$ cat src/rtl/buffet_arb_pkg.sv
// Shared types and helpers for the buffet read arbiter slice.
// IDX_WIDTH / DATA_WIDTH fall back to 16 / 32 when the build does not define them.
`ifndef IDX_WIDTH
`define IDX_WIDTH 16
`endif
`ifndef DATA_WIDTH
`define DATA_WIDTH 32
`endif

package buffet_arb_pkg;

  localparam int TAG_DEPTH_DEF = 8;

  // ceil(log2(n)), never below 1 so a 1-bit tag still exists for tiny configs
  function automatic int clog2_min1(input int n);
    int w;
    w = 1;
    for (int i = 1; i < 31; i++) begin
      w = ((32'd1 << i) < n) ? (i + 1) : w;
    end
    return w;
  endfunction

  typedef struct packed {
    logic [`IDX_WIDTH-1:0] idx;
    logic                  will_update;
    logic                  is_shrink;
  } req_t;

endpackage

$ cat src/rtl/buffet_read_arbiter_if.sv
// Requester-side and buffet-side handshake bundle of the buffet read arbiter.
// The master modport is the arbiter's view; slave is the surrounding PEs and buffet.
`ifndef IDX_WIDTH
`define IDX_WIDTH 16
`endif
`ifndef DATA_WIDTH
`define DATA_WIDTH 32
`endif

interface buffet_read_arbiter_if #(
  parameter int NUM_REQ    = 4,
  parameter int IDX_WIDTH  = `IDX_WIDTH,
  parameter int DATA_WIDTH = `DATA_WIDTH
);
  logic [NUM_REQ*IDX_WIDTH-1:0] req_idx;
  logic [NUM_REQ-1:0]           req_will_update;
  logic [NUM_REQ-1:0]           req_is_shrink;
  logic [NUM_REQ-1:0]           req_valid;
  logic [NUM_REQ-1:0]           req_ready;

  logic [IDX_WIDTH-1:0]         buf_read_idx;
  logic                         buf_read_will_update;
  logic                         buf_is_shrink;
  logic                         buf_read_idx_valid;
  logic                         buf_read_idx_ready;

  logic [DATA_WIDTH-1:0]        buf_read_data;
  logic                         buf_read_data_valid;
  logic                         buf_read_data_ready;

  logic [DATA_WIDTH-1:0]        rsp_data;
  logic [NUM_REQ-1:0]           rsp_valid;
  logic [NUM_REQ-1:0]           rsp_ready;

  modport master (
    input  req_idx, req_will_update, req_is_shrink, req_valid,
    output req_ready,
    output buf_read_idx, buf_read_will_update, buf_is_shrink, buf_read_idx_valid,
    input  buf_read_idx_ready,
    input  buf_read_data, buf_read_data_valid,
    output buf_read_data_ready,
    output rsp_data, rsp_valid,
    input  rsp_ready
  );

  modport slave (
    output req_idx, req_will_update, req_is_shrink, req_valid,
    input  req_ready,
    input  buf_read_idx, buf_read_will_update, buf_is_shrink, buf_read_idx_valid,
    output buf_read_idx_ready,
    output buf_read_data, buf_read_data_valid,
    input  buf_read_data_ready,
    input  rsp_data, rsp_valid,
    output rsp_ready
  );
endinterface

$ cat src/rtl/buffet_tag_fifo.sv
// In-order requester-ID FIFO for outstanding buffet reads.
// Push and pop in the same cycle are legal even when full; pop on empty is ignored.
module buffet_tag_fifo
  import buffet_arb_pkg::*;
#(
  parameter int DEPTH = TAG_DEPTH_DEF,
  parameter int WIDTH = 2,
  localparam int PW = clog2_min1(DEPTH),
  localparam int CW = PW + 1
) (
  input  logic             clk,
  input  logic             nreset_i,
  input  logic             push_i,
  input  logic [WIDTH-1:0] push_data_i,
  input  logic             pop_i,
  output logic [WIDTH-1:0] pop_data_o,
  output logic [CW-1:0]    count_o,
  output logic             full_o,
  output logic             empty_o
);

  logic [WIDTH-1:0] mem_q [DEPTH];
  logic [PW-1:0]    wr_ptr_q;
  logic [PW-1:0]    rd_ptr_q;
  logic [CW-1:0]    count_q;
  logic [CW-1:0]    count_d;
  logic             push_ok_s;
  logic             pop_ok_s;

  assign full_o     = (count_q == CW'(DEPTH));
  assign empty_o    = (count_q == {CW{1'b0}});
  assign count_o    = count_q;
  assign pop_data_o = mem_q[rd_ptr_q];
  // a full FIFO only accepts a push when the same cycle frees a slot
  assign push_ok_s  = push_i & (~full_o | pop_i);
  assign pop_ok_s   = pop_i & ~empty_o;

  // occupancy next-state
  always_comb begin
    count_d = count_q;
    case ({push_ok_s, pop_ok_s})
      2'b10:   count_d = count_q + CW'(1);
      2'b01:   count_d = count_q - CW'(1);
      default: count_d = count_q;
    endcase
  end

  // pointer and occupancy registers
  always_ff @(posedge clk or negedge nreset_i) begin
    if (!nreset_i) begin
      wr_ptr_q <= {PW{1'b0}};
      rd_ptr_q <= {PW{1'b0}};
      count_q  <= {CW{1'b0}};
    end else begin
      wr_ptr_q <= push_ok_s ? (wr_ptr_q + PW'(1)) : wr_ptr_q;
      rd_ptr_q <= pop_ok_s  ? (rd_ptr_q + PW'(1)) : rd_ptr_q;
      count_q  <= count_d;
    end
  end

  // tag storage
  always_ff @(posedge clk) begin
    if (push_ok_s) begin
      mem_q[wr_ptr_q] <= push_data_i;
    end
  end

endmodule

$ cat src/rtl/buffet_read_arbiter.sv
// Round-robin sharing of one buffet read/shrink port, with in-order response steering.
// Optional BUFFET_ARB_PERF_EN adds saturating grant and stall counters.
`ifndef IDX_WIDTH
`define IDX_WIDTH 16
`endif
`ifndef DATA_WIDTH
`define DATA_WIDTH 32
`endif

module buffet_read_arbiter
  import buffet_arb_pkg::*;
#(
  parameter int NUM_REQ    = 4,
  parameter int IDX_WIDTH  = `IDX_WIDTH,
  parameter int DATA_WIDTH = `DATA_WIDTH,
  parameter int TAG_DEPTH  = TAG_DEPTH_DEF
) (
  input  logic                    clk,
  input  logic                    nreset_i,
  buffet_read_arbiter_if.master   bus,
  output logic                    err_orphan_rsp
`ifdef BUFFET_ARB_PERF_EN
  ,
  output logic [NUM_REQ*16-1:0]   perf_grant_cnt,
  output logic [15:0]             perf_stall_cnt
`endif
);

  localparam int TW = clog2_min1(NUM_REQ);
  localparam int CW = clog2_min1(TAG_DEPTH) + 1;

  logic [TW-1:0]      rr_ptr_q;
  logic [TW-1:0]      rr_ptr_d;
  logic [TW-1:0]      sel_s;
  logic [TW-1:0]      cand_s;
  logic [TW-1:0]      head_s;
  logic [NUM_REQ-1:0] elig_s;
  logic               any_s;
  logic               issue_s;
  logic               push_s;
  logic               pop_s;
  logic [CW-1:0]      tag_count_s;
  logic               tag_full_s;
  logic               tag_empty_s;
  logic               err_q;
  req_t               sel_req_s;

  // reads need a free tag slot; shrinks never produce a response
  assign elig_s = bus.req_valid & (bus.req_is_shrink | {NUM_REQ{~tag_full_s}});

  // round-robin pick: scanning offsets high to low leaves the nearest eligible one selected
  always_comb begin
    sel_s  = rr_ptr_q;
    cand_s = rr_ptr_q;
    any_s  = 1'b0;
    for (int k = NUM_REQ - 1; k >= 0; k--) begin
      cand_s = TW'((int'(rr_ptr_q) + k) % NUM_REQ);
      sel_s  = elig_s[cand_s] ? cand_s : sel_s;
      any_s  = any_s | elig_s[cand_s];
    end
  end

  assign sel_req_s.idx         = bus.req_idx[int'(sel_s)*IDX_WIDTH +: IDX_WIDTH];
  assign sel_req_s.will_update = bus.req_will_update[sel_s];
  assign sel_req_s.is_shrink   = bus.req_is_shrink[sel_s];

  assign bus.buf_read_idx         = sel_req_s.idx;
  assign bus.buf_read_will_update = sel_req_s.will_update;
  assign bus.buf_is_shrink        = sel_req_s.is_shrink;
  assign bus.buf_read_idx_valid   = any_s;

  assign issue_s = any_s & bus.buf_read_idx_ready;
  assign push_s  = issue_s & ~sel_req_s.is_shrink;

  // grant back to the selected requester only
  always_comb begin
    bus.req_ready = {NUM_REQ{1'b0}};
    if (issue_s) begin
      bus.req_ready[sel_s] = 1'b1;
    end else begin
      bus.req_ready = {NUM_REQ{1'b0}};
    end
  end

  // pointer advances past the winner only on an accepted request
  always_comb begin
    rr_ptr_d = rr_ptr_q;
    if (issue_s) begin
      rr_ptr_d = (sel_s == TW'(NUM_REQ - 1)) ? {TW{1'b0}} : (sel_s + TW'(1));
    end else begin
      rr_ptr_d = rr_ptr_q;
    end
  end

  // arbitration pointer and sticky orphan flag
  always_ff @(posedge clk or negedge nreset_i) begin
    if (!nreset_i) begin
      rr_ptr_q <= {TW{1'b0}};
      err_q    <= 1'b0;
    end else begin
      rr_ptr_q <= rr_ptr_d;
      err_q    <= err_q | (bus.buf_read_data_valid & (tag_count_s == {CW{1'b0}}));
    end
  end

  assign err_orphan_rsp = err_q;

  buffet_tag_fifo #(
    .DEPTH (TAG_DEPTH),
    .WIDTH (TW)
  ) u_tag_fifo (
    .clk         (clk),
    .nreset_i    (nreset_i),
    .push_i      (push_s),
    .push_data_i (sel_s),
    .pop_i       (pop_s),
    .pop_data_o  (head_s),
    .count_o     (tag_count_s),
    .full_o      (tag_full_s),
    .empty_o     (tag_empty_s)
  );

  assign bus.rsp_data            = bus.buf_read_data;
  assign bus.buf_read_data_ready = ~tag_empty_s & bus.rsp_ready[head_s];
  assign pop_s                   = bus.buf_read_data_valid & bus.buf_read_data_ready;

  // steer the response to the oldest outstanding requester
  always_comb begin
    bus.rsp_valid = {NUM_REQ{1'b0}};
    if (bus.buf_read_data_valid & ~tag_empty_s) begin
      bus.rsp_valid[head_s] = 1'b1;
    end else begin
      bus.rsp_valid = {NUM_REQ{1'b0}};
    end
  end

`ifdef BUFFET_ARB_PERF_EN
  logic [NUM_REQ-1:0][15:0] grant_cnt_q;
  logic [15:0]              stall_cnt_q;

  // saturating grant and stall counters
  always_ff @(posedge clk or negedge nreset_i) begin
    if (!nreset_i) begin
      grant_cnt_q <= '{default: 16'd0};
      stall_cnt_q <= 16'd0;
    end else begin
      for (int i = 0; i < NUM_REQ; i++) begin
        if (issue_s && (sel_s == TW'(i)) && (grant_cnt_q[i] != 16'hFFFF)) begin
          grant_cnt_q[i] <= grant_cnt_q[i] + 16'd1;
        end
      end
      if (any_s && !bus.buf_read_idx_ready && (stall_cnt_q != 16'hFFFF)) begin
        stall_cnt_q <= stall_cnt_q + 16'd1;
      end
    end
  end

  assign perf_grant_cnt = grant_cnt_q;
  assign perf_stall_cnt = stall_cnt_q;
`endif

endmodule

$ cat src/flat_wrapper.sv
// flat-port wrapper written by rule: the top's interface ports become plain ports
module buffet_read_arbiter_flat import buffet_arb_pkg::*;
#(
  parameter int NUM_REQ    = 4,
  parameter int IDX_WIDTH  = `IDX_WIDTH,
  parameter int DATA_WIDTH = `DATA_WIDTH,
  parameter int TAG_DEPTH  = TAG_DEPTH_DEF
)
  (clk, nreset_i, err_orphan_rsp, bus_req_idx, bus_req_will_update, bus_req_is_shrink, bus_req_valid, bus_req_ready, bus_buf_read_idx, bus_buf_read_will_update, bus_buf_is_shrink, bus_buf_read_idx_valid, bus_buf_read_idx_ready, bus_buf_read_data, bus_buf_read_data_valid, bus_buf_read_data_ready, bus_rsp_data, bus_rsp_valid, bus_rsp_ready);
  buffet_read_arbiter_if #(.NUM_REQ(NUM_REQ), .IDX_WIDTH(IDX_WIDTH), .DATA_WIDTH(DATA_WIDTH)) bus_i ();
  input  logic clk;
  input  logic nreset_i;
  output logic err_orphan_rsp;
  input wire logic [$bits(bus_i.req_idx)-1:0] bus_req_idx;
  input wire logic [$bits(bus_i.req_will_update)-1:0] bus_req_will_update;
  input wire logic [$bits(bus_i.req_is_shrink)-1:0] bus_req_is_shrink;
  input wire logic [$bits(bus_i.req_valid)-1:0] bus_req_valid;
  output wire logic [$bits(bus_i.req_ready)-1:0] bus_req_ready;
  output wire logic [$bits(bus_i.buf_read_idx)-1:0] bus_buf_read_idx;
  output wire logic [$bits(bus_i.buf_read_will_update)-1:0] bus_buf_read_will_update;
  output wire logic [$bits(bus_i.buf_is_shrink)-1:0] bus_buf_is_shrink;
  output wire logic [$bits(bus_i.buf_read_idx_valid)-1:0] bus_buf_read_idx_valid;
  input wire logic [$bits(bus_i.buf_read_idx_ready)-1:0] bus_buf_read_idx_ready;
  input wire logic [$bits(bus_i.buf_read_data)-1:0] bus_buf_read_data;
  input wire logic [$bits(bus_i.buf_read_data_valid)-1:0] bus_buf_read_data_valid;
  output wire logic [$bits(bus_i.buf_read_data_ready)-1:0] bus_buf_read_data_ready;
  output wire logic [$bits(bus_i.rsp_data)-1:0] bus_rsp_data;
  output wire logic [$bits(bus_i.rsp_valid)-1:0] bus_rsp_valid;
  input wire logic [$bits(bus_i.rsp_ready)-1:0] bus_rsp_ready;
  assign bus_i.req_idx = bus_req_idx;
  assign bus_i.req_will_update = bus_req_will_update;
  assign bus_i.req_is_shrink = bus_req_is_shrink;
  assign bus_i.req_valid = bus_req_valid;
  assign bus_req_ready = bus_i.req_ready;
  assign bus_buf_read_idx = bus_i.buf_read_idx;
  assign bus_buf_read_will_update = bus_i.buf_read_will_update;
  assign bus_buf_is_shrink = bus_i.buf_is_shrink;
  assign bus_buf_read_idx_valid = bus_i.buf_read_idx_valid;
  assign bus_i.buf_read_idx_ready = bus_buf_read_idx_ready;
  assign bus_i.buf_read_data = bus_buf_read_data;
  assign bus_i.buf_read_data_valid = bus_buf_read_data_valid;
  assign bus_buf_read_data_ready = bus_i.buf_read_data_ready;
  assign bus_rsp_data = bus_i.rsp_data;
  assign bus_rsp_valid = bus_i.rsp_valid;
  assign bus_i.rsp_ready = bus_rsp_ready;
  buffet_read_arbiter #(.NUM_REQ(NUM_REQ), .IDX_WIDTH(IDX_WIDTH), .DATA_WIDTH(DATA_WIDTH), .TAG_DEPTH(TAG_DEPTH)) u_core (.clk(clk), .nreset_i(nreset_i), .bus(bus_i), .err_orphan_rsp(err_orphan_rsp));
endmodule
$ cat config.mk
export PLATFORM = sky130hd
export DESIGN_NAME = buffet_read_arbiter_flat
export DESIGN_NICKNAME = d
export VERILOG_FILES = /design/src/rtl/buffet_arb_pkg.sv /design/src/rtl/buffet_read_arbiter_if.sv /design/src/rtl/buffet_tag_fifo.sv /design/src/rtl/buffet_read_arbiter.sv /design/src/flat_wrapper.sv
export SDC_FILE = /design/constraint.sdc
export NUM_CORES = 1
export LEC_CHECK = 0
export CAP_MARGIN = 15
export CELL_PAD_IN_SITES_DETAIL_PLACEMENT = 1
export CELL_PAD_IN_SITES_GLOBAL_PLACEMENT = 1
export CORE_ASPECT_RATIO = 0.6
export CORE_MARGIN = 2
export CORE_UTILIZATION = 24
export CTS_CLUSTER_DIAMETER = 150
export DETAILED_ROUTE_END_ITERATION = 16
export PLACE_DENSITY_LB_ADDON = 0.1
export SYNTH_ARGS = -nofsm -noshare
export SYNTH_HDL_FRONTEND = slang
export SYNTH_SLANG_ARGS = --single-unit
$ cat constraint.sdc
create_clock -name clk -period 5.07 [get_ports clk]
set_clock_uncertainty 0.15 [all_clocks]
set_input_delay 1.014 -clock clk [delete_from_list [all_inputs] [get_ports clk]]
set_output_delay 1.014 -clock clk [all_outputs]
set_load 0.05 [all_outputs]
==> impl_results.md <==
* Outcome: complete, no violations
* M2 GR Usage at 20.00%
* Tmin final at 4676 ps
* Setup Viol. Count Final at 0
* Power Dens Cells at 691.5 mW/mm^2
* Cells after synthesis at 277
* Post-DP HPWL at 6263 um
* Max clock buf depth at 2
* Number of synthesized flops with an enable pin at 16
* TritonRoute pass-1 iters at 4
* Routability cong. at 0.7598
* Mapped cell area at 0.002402 mm^2
* Initial antenna violation count at 0
* Busiest grt layer: met1
* Crit-path max FO at 27
* Register bit total from synthesis at 29
* GR Layer Usage met1 at 20.81%
* Avg WL per Cell at 15.88 um
* Area grow syn2layout at 55.52%
* Congestion Overflow GR at 0
* Final Total Pwr at 2.583 mW
* Drc violations at 0
* Critical path launch point: bus_req_is_shrink[3]
* Slew Limit Fails at 0
* Cts hold-fix bufs at 0
* Hold Vio Cnt, Final at 0
* DIE HEIGHT at 81.50 um
* H-tree depth at 2
* Initial DRC Count at 50
* Slew HR at 57.33%
* Crit path to: bus_buf_read_idx[2]
* Root Driver: clkbuf_16
* Final ANT Viol Nets at 0
* Netlist cell types at 39
* Reg2Reg Depth at 15
* Worst Max-Slew Pin Slew at 638.0 ps
* CP endpoint kind: primary output
* CTS tree: built
* Crit path DAT at 3510 ps
* I/O pin cnt at 177
* Max Cap Violations at 0
* Worst reg2reg endpoint: u_core.u_tag_fifo.count_o[3]$_DFFE_PN0P_
* Main flop type after synthesis: edfxtp_1
* Setup CP Type: in -> out
* Postcts setup bufs at 0
* Final WL at 7795 um
* Routed vias/inst at 4.462
* Worst slack, placed at 362.1 ps
* GR Layer Usage met3 at 3.827%
* Latest clock arrival within the worst-skew pair at 270 ps
* Post-synthesis net count at 403
* CTS clk-pin slew, worst paths at 50 ps
* Final TNS setup at 0 ps
* Port Buffers at 112
* R2r startpoint: u_core.u_tag_fifo.count_o[0]$_DFFE_PN0P_
* Nets at 481
* Routed vias at 2,191
* Hold WC Path Type: reg -> reg
* Yosys Warn Count at 0
* Largest net degree at the start of global routing at 35
* Area occupied by multi-input gates at 0.001247 mm^2
* Reg2reg setup slack at 880 ps
* Core area at 0.009809 mm^2
* Ys async rst share at 44.83%
* Register area share after synthesis at 33.54%
* Final core occ at 38.09%
* Total clock sinks at 29
* Core Rows at 28
* Final critical-path setup slack at 394.4 ps
* Die area at 0.01085 mm^2
* DIE WIDTH at 133.2 um
* Number of buffers created by CTS at 5
* Global Route Usage Sum at 14.22%
* F_max at 0.2139 GHz
* Share of layout cells above drive strength 1 at 13.48%
* RSZ-0062 raised after global routing: false
* Tcrit/Tclk final at 92.22%
* Peak VDD IR at 369.7 uV
* Initial core utilization at 24.49%
* FILL cells at 1,133
* Crit start category: primary input
* ANT cells at 0
* Leak at 1.547 nW
* Vias in the first global route at 2,270
* Global-route wire length before repair at 12,140 um
* Avg Cell Area, Syn at 8.673 um^2
* Register area at 805.8 um^2
* Req. time, crit path at 3910 ps
* Resize count post-CTS at 0
-- through the flow --
| step | instance area [um^2] | cells | hold WS [ps] |
|---|---|---|---|
| final | 3736 | 491 | 305.0 |
| after global routing | 3736 | 491 | 366.5 |
| after CTS | 3736 | 491 | 310.2 |
| after detailed placement | 3563 | 483 | 299.0 |
| after global placement | 3563 | 483 | 291.9 |
| after floorplan | 2402 | 277 | 319.9 |
-- registers in the layout (all words and copies together) (netlist names) --
signal / count
u_core.u_tag_fifo.mem_q: 16
u_core.u_tag_fifo.wr_ptr_q: 3
u_core.u_tag_fifo.count_o: 4
u_core.u_tag_fifo.rd_ptr_q: 3
u_core.err_orphan_rsp: 1
u_core.rr_ptr_q: 2
-- layout make-up --
cell class | count | share of cell area, %
Tap cell | 135 | 4.521
Timing Repair Buffer | 117 | 34.90
Multi-Input combinational cell | 192 | 33.39
Clock inverter | 1 | 0.8038
Inverter | 10 | 1.005
Clock buffer | 7 | 3.818
Sequential cell | 29 | 21.57
-- layout by cell type, fill, tap and decap left out, drive strengths merged --
master and instances:
a211oi 2, a21o 2, a21oi 5, a31oi 17, and2 2, and3 21
buf 27, bufinv 1, clkbuf 7, clkdlybuf4s50 90, clkinv 1, dfrtp 13
edfxtp 16, fa 1, ha 9, inv 9, mux2 3, mux2i 6
mux4 5, nand2 72, nand2b 2, nand3 1, nand4 1, nor2 9
nor2b 2, nor3 2, nor4 5, nor4b 3, o211ai 3, o21a 1
o21ai 8, o311ai 1, or4b 1, xnor2 4, xor2 4
-- cell families (layout without fill, tap and decap cells) --
logic type / count (synthesis) / after routing / synth area share, %
and+or+nand+nor: 121 / 121 / 24.58
buffers and inverters: 56 / 135 / 14.53
AOI/OAI and AO/OA: 39 / 39 / 10.31
DFF: 29 / 29 / 33.54
muxes: 14 / 14 / 8.594
adders and majority gates: 10 / 10 / 5.521
xor gates and xnor gates: 8 / 8 / 2.916
-- how the worst min path moves through the flow --
| stage | slack [ps] | depth (start not counted) | from | to |
|---|---|---|---|---|
| 2_1_floorplan | 320 | 1 | u_core.u_tag_fifo.count_o[3]$_DFFE_PN0P_ | u_core.u_tag_fifo.count_o[3]$_DFFE_PN0P_ |
| 3_3_place_gp | 290 | 1 | u_core.err_orphan_rsp$_DFF_PN0_ | u_core.err_orphan_rsp$_DFF_PN0_ |
| 3_5_place_dp | 300 | 1 | u_core.err_orphan_rsp$_DFF_PN0_ | u_core.err_orphan_rsp$_DFF_PN0_ |
| 4_1_cts | 310 | 1 | u_core.err_orphan_rsp$_DFF_PN0_ | u_core.err_orphan_rsp$_DFF_PN0_ |
| 5_1_grt | 370 | 1 | u_core.err_orphan_rsp$_DFF_PN0_ | u_core.err_orphan_rsp$_DFF_PN0_ |
| 6_report | 300 | 1 | u_core.err_orphan_rsp$_DFF_PN0_ | u_core.err_orphan_rsp$_DFF_PN0_ |
-- worst max-delay path: stages --
cell and delay [ps]:
clkdlybuf4s50_1 440, o21a_1 260, o311ai_2 290, nand3_2 310, clkinv_1 310, buf_12 210, nand2_1 60, and3_1 160
a31oi_1 270, buf_12 180
-- Yosys cell counts, types with 3 or more instances --
library cell	number	area share, %
dfrtp_1	13	14
mux2i_1	6	2.5
inv_1	9	1.4
o21ai_0	6	1.3
buf_2	3	0.62
buf_4	32	10
ha_1	9	4.7
edfxtp_1	16	20
and3_1	21	5.5
nand2_1	72	11
nor2_1	9	1.4
a31oi_1	17	4.4
xnor2_1	4	1.5
xor2_1	4	1.5
clkbuf_1	8	1.3
mux4_2	5	4.7
o211ai_1	3	0.94
a21oi_1	5	1.0
mux2_2	3	1.4
nor4_1	5	1.3
-- layer usage --
metal | routed length [um] | up-vias
li1 | - | 1096
met1 | 3972 | 1011
met2 | 3122 | 63
met3 | 498 | 21
met4 | 201 | 0
met5 | 0 | -
-- power breakdown --
part	switching, mW	internal, mW
clock	0.0991	0.245
sequential	0.0978	0.339
combinational	1.04	0.768
No activity file was read; power rests on OpenSTA's default activity.
